--- src/rtl/heq_phase_sequencer.sv ---
// heq_phase_sequencer: runs CLEAR, HIST, CDF, DIV and OUT in order and drives the one-hot memory grant.
// Define PHASE_WATCHDOG_EN to build the per-phase watchdog that can park the sequencer in ERR.
module heq_phase_sequencer #(
   parameter int NUM_BINS       = 256,
   parameter int ADDR_W         = 8,
   parameter int DATA_W         = 16,
   parameter int TIMEOUT_CYCLES = 65536
) (
   input  logic              clock,
   input  logic              reset,
   input  logic              start,
   input  logic              abort,
   input  logic              histogram_done,
   input  logic              cdf_done,
   input  logic              divider_done,
   input  logic              output_done,
   output logic              start_histogram,
   output logic              start_cdf,
   output logic              start_divider,
   output logic              start_output,
   output logic              clear_en,
   output logic              histogram_en,
   output logic              cdf_en,
   output logic              divider_en,
   output logic              output_en,
   output logic              clear_WE,
   output logic [ADDR_W-1:0] clear_waddr,
   output logic [DATA_W-1:0] clear_wdata,
   output logic              busy,
   output logic              frame_done,
   output logic              error,
   output logic [2:0]        phase
);
   typedef enum logic [2:0] {S_IDLE, S_CLEAR, S_HIST, S_CDF, S_DIV, S_OUT, S_DONE, S_ERR} state_t;
   state_t            state, nxt;
   logic              valid_done, timeout;
   logic [4:0]        grant_d;
   logic [3:0]        start_d;
   logic [ADDR_W-1:0] addr_d;
   logic              busy_d, frame_done_d, error_d;
   // A done coinciding with the phase's own start pulse is too early to be trusted.
   assign valid_done = (state == S_HIST && histogram_done && !start_histogram) ||
                       (state == S_CDF  && cdf_done       && !start_cdf)       ||
                       (state == S_DIV  && divider_done   && !start_divider)   ||
                       (state == S_OUT  && output_done    && !start_output);
`ifdef PHASE_WATCHDOG_EN
   localparam int CNT_W = $clog2(TIMEOUT_CYCLES + 1);
   logic [CNT_W-1:0] cnt;
   always_ff @(posedge clock or posedge reset)
      if (reset) cnt <= '0;
      else cnt <= (nxt != state) ? '0 : cnt + 1'b1;
   assign timeout = state inside {S_HIST, S_CDF, S_DIV, S_OUT} && cnt == CNT_W'(TIMEOUT_CYCLES - 1);
`else
   assign timeout = 1'b0;
`endif
   always_ff @(posedge clock or posedge reset)
      if (reset) begin
         state <= S_IDLE;
         {output_en, divider_en, cdf_en, histogram_en, clear_en} <= '0;
         {start_output, start_divider, start_cdf, start_histogram} <= '0;
         clear_WE <= 1'b0;
         clear_waddr <= '0;
         busy <= 1'b0;
         frame_done <= 1'b0;
         error <= 1'b0;
      end else begin
         state <= nxt;
         {output_en, divider_en, cdf_en, histogram_en, clear_en} <= grant_d;
         {start_output, start_divider, start_cdf, start_histogram} <= start_d;
         clear_WE <= grant_d[0];
         clear_waddr <= addr_d;
         busy <= busy_d;
         frame_done <= frame_done_d;
         error <= error_d;
      end
   always_comb begin
      nxt = state;
      if (abort) nxt = S_IDLE;
      else case (state)
         S_IDLE, S_DONE: nxt = start ? S_CLEAR : state;
         S_CLEAR:        nxt = (clear_waddr == ADDR_W'(NUM_BINS - 1)) ? S_HIST : S_CLEAR;
         S_ERR:          nxt = S_ERR;
         default:        nxt = valid_done ? state_t'(state + 3'd1) : timeout ? S_ERR : state;
      endcase
   end
   // Outputs are decoded from the next state so every grant change is a single registered edge.
   always_comb begin
      grant_d = {nxt == S_OUT, nxt == S_DIV, nxt == S_CDF, nxt == S_HIST, nxt == S_CLEAR};
      start_d = grant_d[4:1] & {4{nxt != state}};
      addr_d = (nxt == S_CLEAR && state == S_CLEAR) ? clear_waddr + 1'b1 : '0;
      busy_d = |grant_d;
      frame_done_d = nxt == S_DONE && state != S_DONE;
      error_d = nxt == S_ERR;
   end
   assign clear_wdata = '0;
   assign phase = state;
endmodule
--- config.mk ---
export PLATFORM = sky130hd
export DESIGN_NAME = heq_phase_sequencer
export DESIGN_NICKNAME = d
export VERILOG_FILES = /design/src/rtl/heq_phase_sequencer.sv
export SDC_FILE = /design/constraint.sdc
export NUM_CORES = 1
export LEC_CHECK = 0
export ABC_AREA = 0
export CORE_AREA = 10 10 63 65
export CTS_BUF_LIST = sky130_fd_sc_hd__clkbuf_2
export DETAILED_ROUTE_END_ITERATION = 6
export DIE_AREA = 0 0 73 75
export PLACE_DENSITY = 0.83
export SLEW_MARGIN = 30
export SYNTH_ARGS = -nofsm -noshare
export SYNTH_HDL_FRONTEND = slang
export SYNTH_SLANG_ARGS = --single-unit
export TNS_END_PERCENT = 30
--- constraint.sdc ---
create_clock -name clock -period 6.2 [get_ports clock]
set_input_delay 1.24 -clock clock [delete_from_list [all_inputs] [get_ports clock]]
set_output_delay 1.24 -clock clock [all_outputs]
set_load 0.01 [all_outputs]
==> flow_metrics.tcl <==
set metrics [dict create \
    outcome "finished, final reports clean" \
    clock-skew-final_ns 0.005880 \
    worst_setup_path_start_kind "primary input" \
    hold_path.class "reg -> reg" \
    firstDrtPassIters 4 \
    antenna_fix_cells 0 \
    fillerInstances 250 \
    post-route-drc-count 0 \
    finalSetupTns_ns 0 \
    floorplan.initialDensity_pct 47.97 \
    detail_route.wl_per_cell_um 16.52 \
    syn2layout_area_growth_pct 22.33 \
    cts.hold.buffers_added 0 \
    cp.buffers_inverters 2 \
    cell_internal_pwr_mw 0.3490 \
    die_w_um 73 \
    max_freq_ghz 0.3421 \
    overflow 0 \
    clk_latency_ns 0.31 \
    design.core.area_um2 2710 \
    number_of_antenna_violations_at_the_first_check_in_global_routing 0 \
    crit_type "in -> reg" \
    timing.rr.start "phase[1]" \
    rsz0062_at_grt "false" \
    row_count 19 \
    dr_total_vias 943 \
    min_period_over_period_pct 47.14 \
    grt_start_max_net_pins 24 \
    place.detailed.hpwl_mm 2.421 \
    final_net_count 166 \
    numPortBuffers 31 \
    cellLeakagePower_nw 0.6982 \
    dp_worst_setup_slack_ns 2.913 \
    finalWorstPathRequiredPeriod_ns 2.923 \
    p_switching_mw 0.2614 \
    max_stage_delay_ns 0.45 \
    io_pins 48 \
    drt_wl_total_mm 2.990 \
    synth_area_per_cell_um2 11.02 \
    first_pass_grt_wire_length_mm 4.788 \
    power.clock.fraction_pct 9.7 \
    synth_enable_flop_cells 0 \
    arrival_ns 3.15 \
    clk_pin_slew_worst_paths_ns 0.20 \
    clock_tree.htree_level_count 1 \
    cap_violations 0 \
    timing.final.max_slew_violations 0 \
    crit_path_end_kind "flip-flop" \
    synth_top_area_share_pct 44.27 \
    postSynth.topFlopCell "sky130_fd_sc_hd__dfrtp_1" \
    grt_pass1_vias 983 \
    worst_slew_margin_rel_pct 46.60 \
    yosys.cell_types.count 37 \
    most_frequent_standard_cell_in_the_layout_excluding_fill_and_tap_cells "sky130_fd_sc_hd__clkdlybuf4s50_1" \
    share_comb_of_total_power_pct 54.2 \
    hold_violations_final 0 \
    cts_sinks 23 \
    post-cts-setup-buffer-count 0 \
    layout_setup_ws_ns 3.277 \
    ys_async_sr_fraction_pct 100.0 \
    ys_seq_area_share_pct 44.27 \
    die_h_um 75 \
    required_ns 6.42 \
    drt_iter0_drc 54 \
    routed_via_density 5.210 \
    timing.critical_path.slowest_stage_cell "sky130_fd_sc_hd__clkdlybuf4s50_1" \
    report.final.setup_viol 0 \
    worstHoldStart "clear_waddr[0]" \
    numCtsBuffers 3 \
    timing_worst_slew_pin_value_ns 0.7961 \
    post_cts.resized_instances 0 \
    die_area_um2 5475 \
    root_buffer "sky130_fd_sc_hd__clkbuf_2" \
    critPathMaxFanout 6 \
    irDropWorstVdd_mv 0.2902 \
    p_seq_share_pct 36.1 \
    finalPower_mw 0.6104 \
    ctsLongestPathBuffers 2 \
    gp_routability_congestion 0.8152 \
    post-synth-top-area-cell "sky130_fd_sc_hd__dfrtp_1" \
    largest_delay_contributor_family_on_the_critical_path "compound AO/OA/AOI/OAI gates" \
    startpoint "output_done" \
    detail-route-antenna-nets 0 \
    cells_traversed_along_the_worst_timing_path "clkdlybuf4s50_1 -> nand4b_1 -> nand4_4 -> mux2_4 -> a221o_1 -> clkinv_2 -> nand2_4 -> a311oi_1" \
    synth.cell_area_um2 1300 \
    synth.yosys.warnings 0 \
    total_of_flip_flops_plus_latches_after_synthesis 23 \
    cts_tree "yes" \
    track_usage_pct 10.57 \
    switching_share_pct 42.83 \
    power.density_cell_area_nw_per_um2 383.8 \
    post_synth_inst_count 118 \
    proportion_of_layout_cells_with_a_drive_suffix_above_1_pct 12.67 \
    layout_common_cells "31 x sky130_fd_sc_hd__clkdlybuf4s50_1, 23 x sky130_fd_sc_hd__dfrtp_1, 16 x sky130_fd_sc_hd__conb_1, 10 x sky130_fd_sc_hd__nor3_1, 7 x sky130_fd_sc_hd__ha_1" \
    post_synth_main_area_contributors "sky130_fd_sc_hd__dfrtp_1 44%, sky130_fd_sc_hd__buf_4 10%, sky130_fd_sc_hd__ha_1 6.7%, sky130_fd_sc_hd__nor3_1 3.8%, sky130_fd_sc_hd__xnor2_1 2.7%" \
]
-- cells in the mapped netlist (all sizes together) (2+ instances only) --
master and instances:
ha 7, a311oi 3, nand4b 2, mux2 2, a221o 2, clkinv 2
o31a 2, nand3 5, nand3b 3, dfrtp 23, inv 7, nand4 2
nor2 6, buf 18, nand2 3, xor2 3, xnor2 4, nor3 13
-- sequential cells by signal, summed over array words and instances, names as in the netlist --
register         flops
busy                 1
start_cdf            1
clear_WE             1
start_histogram      1
divider_en           1
start_divider        1
start_output         1
error                1
phase                3
frame_done           1
histogram_en         1
cdf_en               1
output_en            1
clear_waddr          8
-- power groups by stage --
| stage | clock (mW) | sequential (mW) | combinational (mW) |
|---|---|---|---|
| final | 0.0590 | 0.220 | 0.331 |
| after global routing | 0.0673 | 0.226 | 0.356 |
| after CTS | 0.0588 | 0.221 | 0.332 |
| after detailed placement | 0 | 0.224 | 0.330 |
| after global placement | 0 | 0.222 | 0.319 |
| after floorplan | 0 | 0.224 | 0.215 |
-- worst reg2reg max path, cell delays in order (launching register included) --
cell and delay, ns:
sky130_fd_sc_hd__dfrtp_1 0.49, sky130_fd_sc_hd__inv_1 0.19, sky130_fd_sc_hd__ha_1 0.31, sky130_fd_sc_hd__nand4b_1 0.19
sky130_fd_sc_hd__nand4_4 0.17, sky130_fd_sc_hd__mux2_4 0.31, sky130_fd_sc_hd__a221o_1 0.37, sky130_fd_sc_hd__clkinv_2 0.14
sky130_fd_sc_hd__nand2_4 0.08, sky130_fd_sc_hd__a311oi_1 0.24
-- through the flow --
stage          cells  cell area [µm²]  utilization, %  hold slack, ns
2_1_floorplan    133             1356               -          0.5360
3_3_place_gp     177             1570           57.94          0.5213
3_5_place_dp     177             1570           57.94          0.5590
4_1_cts          181             1590           58.68          0.5824
5_1_grt          181             1590           58.68          0.6078
6_report         181             1590           58.68          0.5853
-- per-layer routing --
metal,vias up,global-route usage (%),routed length (µm)
li1,446,-,-
met1,462,12.88,1257
met2,31,18.05,1489
met3,4,2.102,207
met4,0,3.797,36
met5,-,0,0
-- worst paths after layout --
| check | endpoint | slack, ns | cells after the start |
|---|---|---|---|
| worst max-delay path | start_divider | 3.28 | 8 |
| worst min-delay path | clear_waddr[0] | 0.59 | 1 |
| min in group asynchronous | phase[1] | 1.25 | 2 |
| max in group asynchronous | start_divider | 4.58 | 2 |
| worst max register to register | start_divider | 3.62 | 9 |
| worst min register to register | clear_waddr[0] | 0.59 | 1 |
-- layout make-up --
cell class                      instances  area, µm²  area share, %
Timing Repair Buffer                   31      310.3          19.51
Clock buffer                            4      20.02          1.259
Sequential cell                        23      575.6          36.19
Multi-Input combinational cell         83      609.3          38.32
Inverter                                9      36.28          2.282
Tap cell                               31      38.79          2.439
-- cells by family (layout without fill, tap and decap cells) --
group / count (synthesis) / after routing / synth area share, %
compound gates: 14 / 14 / 9.240
simple gates: 36 / 36 / 18.77
fa+ha+maj: 7 / 7 / 6.737
mux: 3 / 3 / 2.791
xor+xnor: 7 / 7 / 4.716
flops: 23 / 23 / 44.27
buf+inv: 27 / 44 / 13.19
other cells: 1 / 16 / 0.2885
Power figures use the tool's default switching activity.
